File: config.mk
export PLATFORM = sky130hd
export DESIGN_NAME = ps2_key_decoder
export DESIGN_NICKNAME = d
export VERILOG_FILES = /design/src/rtl/ps2_pkg.sv /design/src/rtl/ps2_evt_fifo.sv /design/src/rtl/ps2_key_decoder.sv
export SDC_FILE = /design/constraint.sdc
export NUM_CORES = 1
export LEC_CHECK = 0
export BUFFER_PORTS_ARGS = -buffer_cell sky130_fd_sc_hd__buf_2
export CORE_MARGIN = 1
export CORE_UTILIZATION = 55
export DETAILED_ROUTE_END_ITERATION = 10
export PLACE_DENSITY = 0.69
export SYNTH_ARGS = -nofsm -noshare
export SYNTH_HDL_FRONTEND = slang
export SYNTH_HIERARCHICAL = 1
export SYNTH_SLANG_ARGS = --single-unit
File: constraint.sdc
create_clock -name clk -period 4.2 [get_ports clk]
set_clock_uncertainty 0.2 [all_clocks]
set_input_delay 0.84 -clock clk [delete_from_list [all_inputs] [get_ports clk]]
set_output_delay 0.84 -clock clk [all_outputs]
set_load 0.05 [all_outputs]
File: src/rtl/ps2_pkg.sv
// Shared definitions for the PS/2 key decoder slice.
// Holds the scan-code set 2 prefix/status byte values, the modifier key codes,
// the event record layout stored in the event FIFO, the parser state type and
// the scan-code to ASCII translation helper.
package ps2_pkg;

    // Prefix bytes
    localparam logic [7:0] SC_E0 = 8'hE0;
    localparam logic [7:0] SC_F0 = 8'hF0;
    localparam logic [7:0] SC_E1 = 8'hE1;

    // Status / ack / error bytes discarded when no prefix is pending
    localparam logic [7:0] SC_AA = 8'hAA;
    localparam logic [7:0] SC_FA = 8'hFA;
    localparam logic [7:0] SC_FE = 8'hFE;
    localparam logic [7:0] SC_EE = 8'hEE;
    localparam logic [7:0] SC_00 = 8'h00;
    localparam logic [7:0] SC_FF = 8'hFF;

    // Modifier keys (non-extended)
    localparam logic [7:0] SC_LSHIFT = 8'h12;
    localparam logic [7:0] SC_RSHIFT = 8'h59;
    localparam logic [7:0] SC_CAPS   = 8'h58;

    // Event entry: {ext, brk, code[7:0], ascii[7:0]}
    localparam int unsigned EVT_W         = 18;
    localparam int unsigned EVT_EXT_BIT   = 17;
    localparam int unsigned EVT_BRK_BIT   = 16;
    localparam int unsigned EVT_CODE_LSB  = 8;
    localparam int unsigned EVT_ASCII_LSB = 0;

    typedef struct packed {
        logic       ext;
        logic       brk;
        logic [7:0] code;
        logic [7:0] ascii;
    } evt_t;

    typedef enum logic [2:0] {
        ST_IDLE,
        ST_EXT,
        ST_BRK,
        ST_EXT_BRK,
        ST_SKIP
    } parse_state_e;

    // Letters come out lowercase from the table and are shifted to uppercase
    // when 'upper' is set; digits and control keys ignore 'upper'.
    function automatic logic [7:0] scan_to_ascii(input logic [7:0] code,
                                                 input logic       ext,
                                                 input logic       upper);
        logic [7:0] r;
        r = 8'h00;
        if (!ext) begin
            case (code)
                8'h1C: r = 8'h61; 8'h32: r = 8'h62; 8'h21: r = 8'h63;
                8'h23: r = 8'h64; 8'h24: r = 8'h65; 8'h2B: r = 8'h66;
                8'h34: r = 8'h67; 8'h33: r = 8'h68; 8'h43: r = 8'h69;
                8'h3B: r = 8'h6A; 8'h42: r = 8'h6B; 8'h4B: r = 8'h6C;
                8'h3A: r = 8'h6D; 8'h31: r = 8'h6E; 8'h44: r = 8'h6F;
                8'h4D: r = 8'h70; 8'h15: r = 8'h71; 8'h2D: r = 8'h72;
                8'h1B: r = 8'h73; 8'h2C: r = 8'h74; 8'h3C: r = 8'h75;
                8'h2A: r = 8'h76; 8'h1D: r = 8'h77; 8'h22: r = 8'h78;
                8'h35: r = 8'h79; 8'h1A: r = 8'h7A;
                8'h45: r = 8'h30; 8'h16: r = 8'h31; 8'h1E: r = 8'h32;
                8'h26: r = 8'h33; 8'h25: r = 8'h34; 8'h2E: r = 8'h35;
                8'h36: r = 8'h36; 8'h3D: r = 8'h37; 8'h3E: r = 8'h38;
                8'h46: r = 8'h39;
                8'h29: r = 8'h20; 8'h5A: r = 8'h0D; 8'h66: r = 8'h08;
                8'h0D: r = 8'h09; 8'h76: r = 8'h1B;
                default: r = 8'h00;
            endcase
            if (upper && (r >= 8'h61) && (r <= 8'h7A)) begin
                r = r - 8'h20;
            end
        end
        return r;
    endfunction

endpackage

File: src/rtl/ps2_evt_fifo.sv
// First-word-fall-through FIFO for decoded key events.
// Ports: clk, rst_n (async, active-low); push_i/din_i write an entry when not
// full (or when a pop happens in the same cycle); pop_i removes the head when
// not empty; dout_o shows the head, or the last popped entry while empty;
// full_o / empty_o report occupancy.
module ps2_evt_fifo #(
    parameter int unsigned DEPTH = 4,
    parameter int unsigned WIDTH = 18
) (
    input  logic             clk,
    input  logic             rst_n,
    input  logic             push_i,
    input  logic [WIDTH-1:0] din_i,
    input  logic             pop_i,
    output logic [WIDTH-1:0] dout_o,
    output logic             full_o,
    output logic             empty_o
);

    localparam int unsigned AW = $clog2(DEPTH);

    logic [WIDTH-1:0] mem_q [DEPTH];
    logic [AW:0]      wr_q, wr_d;
    logic [AW:0]      rd_q, rd_d;
    logic [WIDTH-1:0] hold_q;
    logic             do_push;
    logic             do_pop;

    // Pointers carry one wrap bit so full and empty are distinguishable.
    assign empty_o = (wr_q == rd_q);
    assign full_o  = (wr_q[AW] != rd_q[AW]) && (wr_q[AW-1:0] == rd_q[AW-1:0]);

    assign do_pop  = pop_i && !empty_o;
    assign do_push = push_i && (!full_o || do_pop);

    assign wr_d = do_push ? wr_q + 1'b1 : wr_q;
    assign rd_d = do_pop  ? rd_q + 1'b1 : rd_q;

    // While empty the consumer keeps seeing the most recently popped entry.
    assign dout_o = empty_o ? hold_q : mem_q[rd_q[AW-1:0]];

    always_ff @(posedge clk) begin
        if (do_push) begin
            mem_q[wr_q[AW-1:0]] <= din_i;
        end
    end

    always_ff @(posedge clk or negedge rst_n) begin
        if (!rst_n) begin
            wr_q   <= '0;
            rd_q   <= '0;
            hold_q <= '0;
        end else begin
            wr_q <= wr_d;
            rd_q <= rd_d;
            if (do_pop) begin
                hold_q <= mem_q[rd_q[AW-1:0]];
            end
        end
    end

endmodule

File: src/rtl/ps2_key_decoder.sv
// PS/2 scan-code set 2 key decoder.
// Collapses E0/F0/E1 prefix sequences into single key events, tracks Shift and
// Caps Lock, translates keys to ASCII and queues events in a FWFT FIFO.
// Ports: clk, rst_n (async, active-low); rx_byte/rx_valid/rx_err from the
// frame receiver; evt_valid/evt_ready handshake with evt_code, evt_ext,
// evt_break, evt_ascii describing the head event; shift_active and caps_lock
// modifier state; overflow sticky drop flag cleared by ovf_clr.
module ps2_key_decoder
    import ps2_pkg::*;
#(
    parameter int unsigned FIFO_DEPTH = 4,
    parameter int unsigned PAUSE_LEN  = 7
) (
    input  logic       clk,
    input  logic       rst_n,
    input  logic [7:0] rx_byte,
    input  logic       rx_valid,
    input  logic       rx_err,
    output logic       evt_valid,
    input  logic       evt_ready,
    output logic [7:0] evt_code,
    output logic       evt_ext,
    output logic       evt_break,
    output logic [7:0] evt_ascii,
    output logic       shift_active,
    output logic       caps_lock,
    input  logic       ovf_clr,
    output logic       overflow
);

    localparam int unsigned CNT_W = (PAUSE_LEN < 2) ? 1 : $clog2(PAUSE_LEN + 1);
    localparam logic [CNT_W-1:0] PAUSE_CNT = CNT_W'(PAUSE_LEN);

    parse_state_e     state_q;
    logic [CNT_W-1:0] skip_cnt_q;
    logic             lshift_q;
    logic             rshift_q;
    logic             caps_q;
    logic             caps_held_q;
    logic             overflow_q;

    logic             byte_ok;
    logic             is_status;
    logic             emit_d;
    evt_t             evt_d;
    logic [EVT_W-1:0] head;
    logic             fifo_full;
    logic             fifo_empty;
    logic             pop;
    logic             drop;

    assign byte_ok   = rx_valid && !rx_err;
    assign is_status = (rx_byte == SC_AA) || (rx_byte == SC_FA) ||
                       (rx_byte == SC_FE) || (rx_byte == SC_EE) ||
                       (rx_byte == SC_00) || (rx_byte == SC_FF);

    // Event decode from the current state and byte; written to the FIFO at the
    // edge that ends the cycle carrying the final byte.
    always_comb begin
        emit_d    = 1'b0;
        evt_d     = '0;
        evt_d.code = rx_byte;
        case (state_q)
            ST_IDLE: begin
                emit_d = byte_ok && (rx_byte != SC_E0) && (rx_byte != SC_F0) &&
                         (rx_byte != SC_E1) && !is_status;
            end
            ST_EXT: begin
                emit_d    = byte_ok && (rx_byte != SC_F0);
                evt_d.ext = 1'b1;
            end
            ST_BRK: begin
                emit_d    = byte_ok;
                evt_d.brk = 1'b1;
            end
            ST_EXT_BRK: begin
                emit_d    = byte_ok;
                evt_d.ext = 1'b1;
                evt_d.brk = 1'b1;
            end
            default: emit_d = 1'b0;
        endcase
        // ASCII sees the modifier state from before this byte.
        evt_d.ascii = scan_to_ascii(rx_byte, evt_d.ext,
                                    (lshift_q || rshift_q) ^ caps_q);
    end

    // Parser state, Pause skip counter and modifier tracking.
    always_ff @(posedge clk or negedge rst_n) begin
        if (!rst_n) begin
            state_q     <= ST_IDLE;
            skip_cnt_q  <= '0;
            lshift_q    <= 1'b0;
            rshift_q    <= 1'b0;
            caps_q      <= 1'b0;
            caps_held_q <= 1'b0;
        end else if (rx_err) begin
            state_q    <= ST_IDLE;
            skip_cnt_q <= '0;
        end else if (rx_valid) begin
            case (state_q)
                ST_IDLE: begin
                    if (rx_byte == SC_E0) begin
                        state_q <= ST_EXT;
                    end else if (rx_byte == SC_F0) begin
                        state_q <= ST_BRK;
                    end else if (rx_byte == SC_E1 && PAUSE_LEN != 0) begin
                        state_q    <= ST_SKIP;
                        skip_cnt_q <= PAUSE_CNT;
                    end
                end
                ST_EXT: begin
                    state_q <= (rx_byte == SC_F0) ? ST_EXT_BRK : ST_IDLE;
                end
                ST_SKIP: begin
                    skip_cnt_q <= skip_cnt_q - 1'b1;
                    if (skip_cnt_q <= 1) begin
                        state_q <= ST_IDLE;
                    end
                end
                default: state_q <= ST_IDLE;
            endcase

            if (emit_d && !evt_d.ext) begin
                if (rx_byte == SC_LSHIFT) begin
                    lshift_q <= !evt_d.brk;
                end
                if (rx_byte == SC_RSHIFT) begin
                    rshift_q <= !evt_d.brk;
                end
                // Typematic repeats of the Caps make must not re-toggle.
                if (rx_byte == SC_CAPS) begin
                    if (evt_d.brk) begin
                        caps_held_q <= 1'b0;
                    end else begin
                        if (!caps_held_q) begin
                            caps_q <= !caps_q;
                        end
                        caps_held_q <= 1'b1;
                    end
                end
            end
        end
    end

    assign pop  = !fifo_empty && evt_ready;
    assign drop = emit_d && fifo_full && !pop;

    always_ff @(posedge clk or negedge rst_n) begin
        if (!rst_n) begin
            overflow_q <= 1'b0;
        end else if (drop) begin
            overflow_q <= 1'b1;
        end else if (ovf_clr) begin
            overflow_q <= 1'b0;
        end
    end

    ps2_evt_fifo #(
        .DEPTH (FIFO_DEPTH),
        .WIDTH (EVT_W)
    ) u_fifo (
        .clk     (clk),
        .rst_n   (rst_n),
        .push_i  (emit_d),
        .din_i   (evt_d),
        .pop_i   (pop),
        .dout_o  (head),
        .full_o  (fifo_full),
        .empty_o (fifo_empty)
    );

    assign evt_valid    = !fifo_empty;
    assign evt_ext      = head[EVT_EXT_BIT];
    assign evt_break    = head[EVT_BRK_BIT];
    assign evt_code     = head[EVT_CODE_LSB +: 8];
    assign evt_ascii    = head[EVT_ASCII_LSB +: 8];
    assign shift_active = lshift_q || rshift_q;
    assign caps_lock    = caps_q;
    assign overflow     = overflow_q;

endmodule

==> impl_metrics.tcl, run 1 <==
set metrics [dict create \
    cp_max_fo 18 \
    tns_ns 0 \
    wl_per_cell_um 18.5 \
    cap_violations 0 \
    yosys.cell_types.count 78 \
    slew_violations 0 \
    met1_usage_pct 28.3 \
    io_pins 36 \
    hpwl_um 8330 \
    end_kind "flip-flop" \
    final.min_clock_period_ns 3.36 \
    crit_slowest_cell "ha_1" \
    drt_wl_total_um 11500 \
    grt_antenna_before_repair 0 \
    cts_resized 0 \
    min_path_type "reg2reg" \
    critPathBufInv 2 \
    slew_headroom_pct 47.0 \
    placedCellCount 609 \
    crit_family "compound AO/OA/AOI/OAI gates" \
    cp.required_ns 4.13 \
    cts.clk_slew.worst_paths_ns 0.10 \
    die_w_um 105 \
    synth.cell_area_um2 5870 \
    status "completed" \
    cts_tree "yes" \
    postCtsSetupBuffers 0 \
    antenna-diode-count 0 \
    htreeDepth 3 \
    critical_path_class "in2reg" \
    finalSetupViolCount 0 \
    worst_slew_pin_slew_ns 0.795 \
    synth-seq-cells 107 \
    rsz0062_at_grt "no" \
    grt_pass1_vias 3633 \
    area_delta_synth_final_pct 6.99 \
    grt_first_pass_wirelength_um 18500 \
    synth-edff-count 72 \
    layout_commonest_cell "edfxtp_1" \
    synthCells 453 \
    p_leak_nw 2.48 \
    fin_crit_sh_pct 80.0 \
    hold_viol_final 0 \
    syn_nets 482 \
    async_flop_share_pct 32.7 \
    via_count 3677 \
    grtUsageMet3_pct 4.51 \
    cts_sinks 107 \
    drc 0 \
    cts_hold_buf 0 \
    layout_common_cells "edfxtp_1, dfrtp_1, buf_2" \
    dieArea_um2 11100 \
    cts-root-buf "clkbuf_8" \
    arrival_ns 3.30 \
    grt.total_usage_pct 22.2 \
    p_per_area_nw_per_um2 663 \
    gr-usage-met2_pct 36.5 \
    critical-path-max-stage-delay_ns 0.43 \
    clk_latency_ns 0.36 \
    whs_ns 0.300 \
    die_h_um 105 \
    ys.flop_type "edfxtp_1" \
    core.rowCount 37 \
    cts_buffer_depth 2 \
    ant_nets 0 \
    ys_seq_area_share_pct 51.7 \
    place_area_um2 6110 \
    peakVddDrop_mv 0.471 \
    grt_max_degree 40 \
    core_area_um2 10300 \
    yosys_warnings 6 \
    nets 513 \
    first_pass_iters 4 \
    startpoint_type "input port" \
    fmax_mhz 298 \
    start_util_pct 56.9 \
    via_per_inst 5.88 \
    io_buffers 35 \
    routabilityCongestion 0.985 \
    path_cells "buf_2, inv_1, ha_1, mux2i_1, a31o_1, nor4_2, or2_1, and2b_4, o21ai_1, a311oi_2" \
    grt_overflow 0 \
    drt_iter0_markers 227 \
    fin_cells 625 \
    reg2reg_slack_ns 1.29 \
    syn_avg_cell_area_um2 13.0 \
    design_area_um2 6280 \
    grt-busiest-layer "met2" \
    cts_buffers 9 \
    drive_above_1_share_pct 27.2 \
]
-- layout make-up --
type	instances	area, µm²
timing repair buffer	43	235
tap	136	170
sequential	107	3040
clock inverter	7	51.3
fill	823	4040
multi-input combinational	298	2570
inverter	25	93.8
clock buffer	9	124
-- cells in the mapped netlist, types with 2 or more instances --
master,n,share of area (%)
o31ai_1,5,0.64
edfxtp_1,72,37
clkbuf_1,2,0.13
inv_1,24,1.5
mux4_2,18,6.9
or2_2,2,0.21
nor2b_1,12,1.3
mux2_2,27,5.2
a211o_1,3,0.45
mux2_1,4,0.77
o21ai_1,4,0.34
ha_1,15,3.2
o21a_1,4,0.51
nor3b_1,2,0.26
nand2_1,23,1.5
buf_6,8,1.5
a22o_1,3,0.45
mux2i_1,4,0.68
dfrtp_1,35,15
o21ai_0,15,1.3
mux2_4,10,2.6
a21o_1,2,0.26
buf_2,10,0.85
xnor2_1,5,0.75
nor2_1,28,1.8
a31oi_1,6,0.64
o211ai_1,3,0.38
nand2b_1,5,0.53
nand4_1,3,0.32
a21oi_1,19,1.6
buf_4,3,0.38
nand3_1,5,0.43
and4_1,3,0.45
a311oi_2,2,0.51
o311a_1,2,0.34
and3_1,4,0.43
or2_1,2,0.21
and3b_1,2,0.30
nor3_1,9,0.77
xor2_1,5,0.75
and2_1,5,0.53
o211a_1,2,0.34
-- metrics by stage --
step                util, %  setup slack (ns)  power (mW)
finish                 60.9             0.839        4.16
detailed placement     59.2             0.484        3.64
global placement       59.2             0.543        3.60
global route           60.9             0.650        4.39
floorplan                 -             0.564        3.29
CTS                    60.9             0.866        4.22
-- logic make-up after synthesis --
group	Yosys count	share of synthesized area, %
AOI/OAI and AO/OA	91	11.4
and+or+nand+nor	118	11.4
muxes	63	16.1
DFF	107	51.7
adders and majority gates	15	3.19
buffers and inverters	48	4.49
xor gates and xnor gates	11	1.77
-- power by group --
part           internal [mW]  leakage (nW)  switching [mW]
Combinational          0.820          1.30            1.35
Sequential              1.33          1.10           0.106
Clock                  0.220        0.0880           0.342
Total                   2.37          2.48            1.79
-- routing by layer --
| layer | part of all wire (%) | up-vias |
|---|---|---|
| met1 | 45 | 1802 |
| met2 | 48 | 76 |
| met3 | 3.5 | 28 |
| met5 | 0 | - |
| met4 | 3.7 | 0 |
| li1 | - | 1771 |
-- tightest hold or removal path: stages (launching register included) --
cell,delay (ns)
dfrtp_1,0.35
nand2_1,0.04
o21ai_0,0.07
-- final timing paths --
path,from,endpoint,depth (start not counted)
worst min register to register,caps_held_q,caps_held_q,2
worst min-delay path,caps_held_q,caps_held_q,2
worst max register to register,u_fifo/wr_q[1],u_fifo/mem_q[2][8],7
worst max-delay path,rx_byte[1],u_fifo/mem_q[1][5],10
min in group asynchronous,rst_n,u_fifo/hold_q[14],1
max in group asynchronous,rst_n,skip_cnt_q[0],1
-- state kept, by name, indices dropped and copies added, names as in the netlist, 3 cells and up --
signal / count
u_fifo/mem_q: 72
u_fifo/hold_q: 18
skip_cnt_q: 3
state_q: 3
u_fifo/rd_q: 3
u_fifo/wr_q: 3
Power figures use the tool's default switching activity.
==> run 2: changes to the inputs <==
==> constraint.sdc (replaced) <==
create_clock -name clk -period 3.47 [get_ports clk]
set_clock_uncertainty 0.2 [all_clocks]
set_input_delay 0.694 -clock clk [delete_from_list [all_inputs] [get_ports clk]]
set_output_delay 0.694 -clock clk [all_outputs]
set_load 0.05 [all_outputs]
==> run 2 against run 1 <==
  * Die area stayed put
  * Critical path depth is 6 lower
  * Clock power is 18% higher
  * Setup slack worse by 0.58 ns
  * Routed wire length is 7.2% higher
  * Final area is 3.0% higher
  * Flip-flop and latch count stayed put
  * Total power is 22% higher
  * Highest routed layer unchanged
  * Largest power group unchanged
  * Critical path type is now reg2out
  * Combinational power is 24% higher
==> impl_metrics.tcl, run 2 (synthesis gave the netlist of run 1 again) <==
set metrics [dict create \
    die_h_um 105 \
    grt_first_pass_wirelength_um 20300 \
    cts_resized 0 \
    arrival_ns 2.31 \
    routabilityCongestion 0.935 \
    grt_overflow 0 \
    drc 0 \
    nets 534 \
    worst_slew_pin_slew_ns 0.808 \
    cts_hold_buf 0 \
    grt.total_usage_pct 23.9 \
    reg2reg_slack_ns 0.45 \
    core_area_um2 10300 \
    finalSetupViolCount 0 \
    place_area_um2 6300 \
    grt_max_degree 36 \
    min_path_type "in2async" \
    via_per_inst 5.97 \
    io_pins 36 \
    fmax_mhz 312 \
    layout_common_cells "edfxtp_1, dfrtp_1, buf_2" \
    cp_max_fo 19 \
    start_util_pct 56.9 \
    seqCellArea_um2 3040 \
    first_pass_iters 4 \
    whs_ns 0.213 \
    drt_wl_total_um 12400 \
    fin_cells 646 \
    final.min_clock_period_ns 3.21 \
    end_kind "output pin" \
    drive_above_1_share_pct 30.0 \
    status "completed" \
    io_buffers 35 \
    p_int_mw 2.90 \
    grt_antenna_before_repair 0 \
    antenna-diode-count 0 \
    cp.required_ns 2.58 \
    postCtsSetupBuffers 0 \
    switching_power_mw 2.18 \
    ant_nets 0 \
    cts-root-buf "clkbuf_8" \
    cap_violations 0 \
    clkPwrFrac_pct 13.1 \
    p_per_area_nw_per_um2 784 \
    wl_per_cell_um 19.2 \
    p_leak_nw 2.59 \
    cts_buffer_depth 2 \
    via_count 3855 \
    dieArea_um2 11100 \
    die_w_um 105 \
    core.rowCount 37 \
    pwr-share-comb_pct 52.8 \
    drt_iter0_markers 250 \
    cts_buffers 9 \
    cts_sinks 107 \
    nFillCells 779 \
    slew_headroom_pct 46.2 \
    pwr-share-seq_pct 34.2 \
    critical_path_class "reg2out" \
    clk_latency_ns 0.36 \
    rsz0062_at_grt "no" \
    slew_violations 0 \
    fin_crit_sh_pct 92.4 \
    tns_ns 0 \
    hold_viol_final 0 \
    r2r-end "u_fifo/mem_q[3][11]" \
    hpwl_um 9030 \
    placedCellCount 630 \
    cts_tree "yes" \
    grt_pass1_vias 3963 \
    area_delta_synth_final_pct 10.2 \
    peakVddDrop_mv 0.785 \
    design_area_um2 6470 \
    largest_register_ffs 72 \
    rr_startpoint "u_fifo/rd_q[2]" \
    startpoint_type "flip-flop" \
    multi_input_comb_area_um2 2570 \
    cts.clk_slew.worst_paths_ns 0.11 \
    sw_frac_of_total_pct 42.9 \
    r2r_cells 7 \
    layout_commonest_cell "edfxtp_1" \
    htreeDepth 3 \
]
## run 2: changes by cell type in the layout (fill, tap and decap cells not counted)
| cell | before | now |
|---|---|---|
| buf_12 | 0 | 3 |
| buf_4 | 8 | 26 |
| inv_6 | 3 | 1 |
| clkinv_1 | 1 | 0 |
| clkinv_4 | 1 | 2 |
| clkbuf_1 | 0 | 2 |
## run 2: worst max-delay path, cell delays in order (launching register included)
cell	delay, ns
dfrtp_1	0.43
xnor2_2	0.46
nand3_4	0.42
mux2_4	0.42
buf_2	0.21
## run 2: final cells by class
type / instances / area share, %
multi-input combinational: 298 / 39.7
clock buffer: 11 / 2.03
tap: 136 / 2.63
timing repair buffer: 64 / 6.65
inverter: 25 / 1.45
clock inverter: 5 / 0.599
sequential: 107 / 46.9
## run 2: per-layer routing
layer | up-vias | part of all wire, % | GRT usage (%)
met5 | - | 0 | 0
met4 | 0 | 2.0 | 8.15
met3 | 17 | 4.0 | 3.83
met2 | 107 | 50 | 40.0
met1 | 1925 | 44 | 31.8
li1 | 1806 | - | -
## run 2: stage by stage
| step | setup WS [ns] | power (mW) | utilization [%] |
|---|---|---|---|
| 3_5_place_dp | 0.0845 | 4.46 | 61.1 |
| 5_1_grt | 0.140 | 5.35 | 62.7 |
| 3_3_place_gp | 0.153 | 4.39 | 61.1 |
| 2_1_floorplan | -0.0203 | 3.98 | - |
| 6_report | 0.264 | 5.08 | 62.7 |
| 4_1_cts | 0.246 | 5.13 | 62.7 |
## run 2: how the worst max path moves through the flow
stage	startpoint	to	slack, ns
final	u_fifo/rd_q[2]	evt_code[1]	0.26
after global routing	u_fifo/rd_q[2]	evt_code[1]	0.14
after CTS	u_fifo/rd_q[2]	evt_code[1]	0.25
after detailed placement	rx_byte[0]	u_fifo/mem_q[3][8]	0.08
after global placement	rx_byte[0]	u_fifo/mem_q[2][8]	0.15
after floorplan	rx_byte[1]	u_fifo/mem_q[0][0]	-0.02
## run 2: power by group through the flow
stage	registers, mW	logic (mW)	clock network [mW]
6_report	1.73	2.68	0.662
2_1_floorplan	1.74	2.24	0
3_5_place_dp	1.76	2.70	0
4_1_cts	1.74	2.70	0.688
5_1_grt	1.76	2.85	0.737
3_3_place_gp	1.75	2.64	0
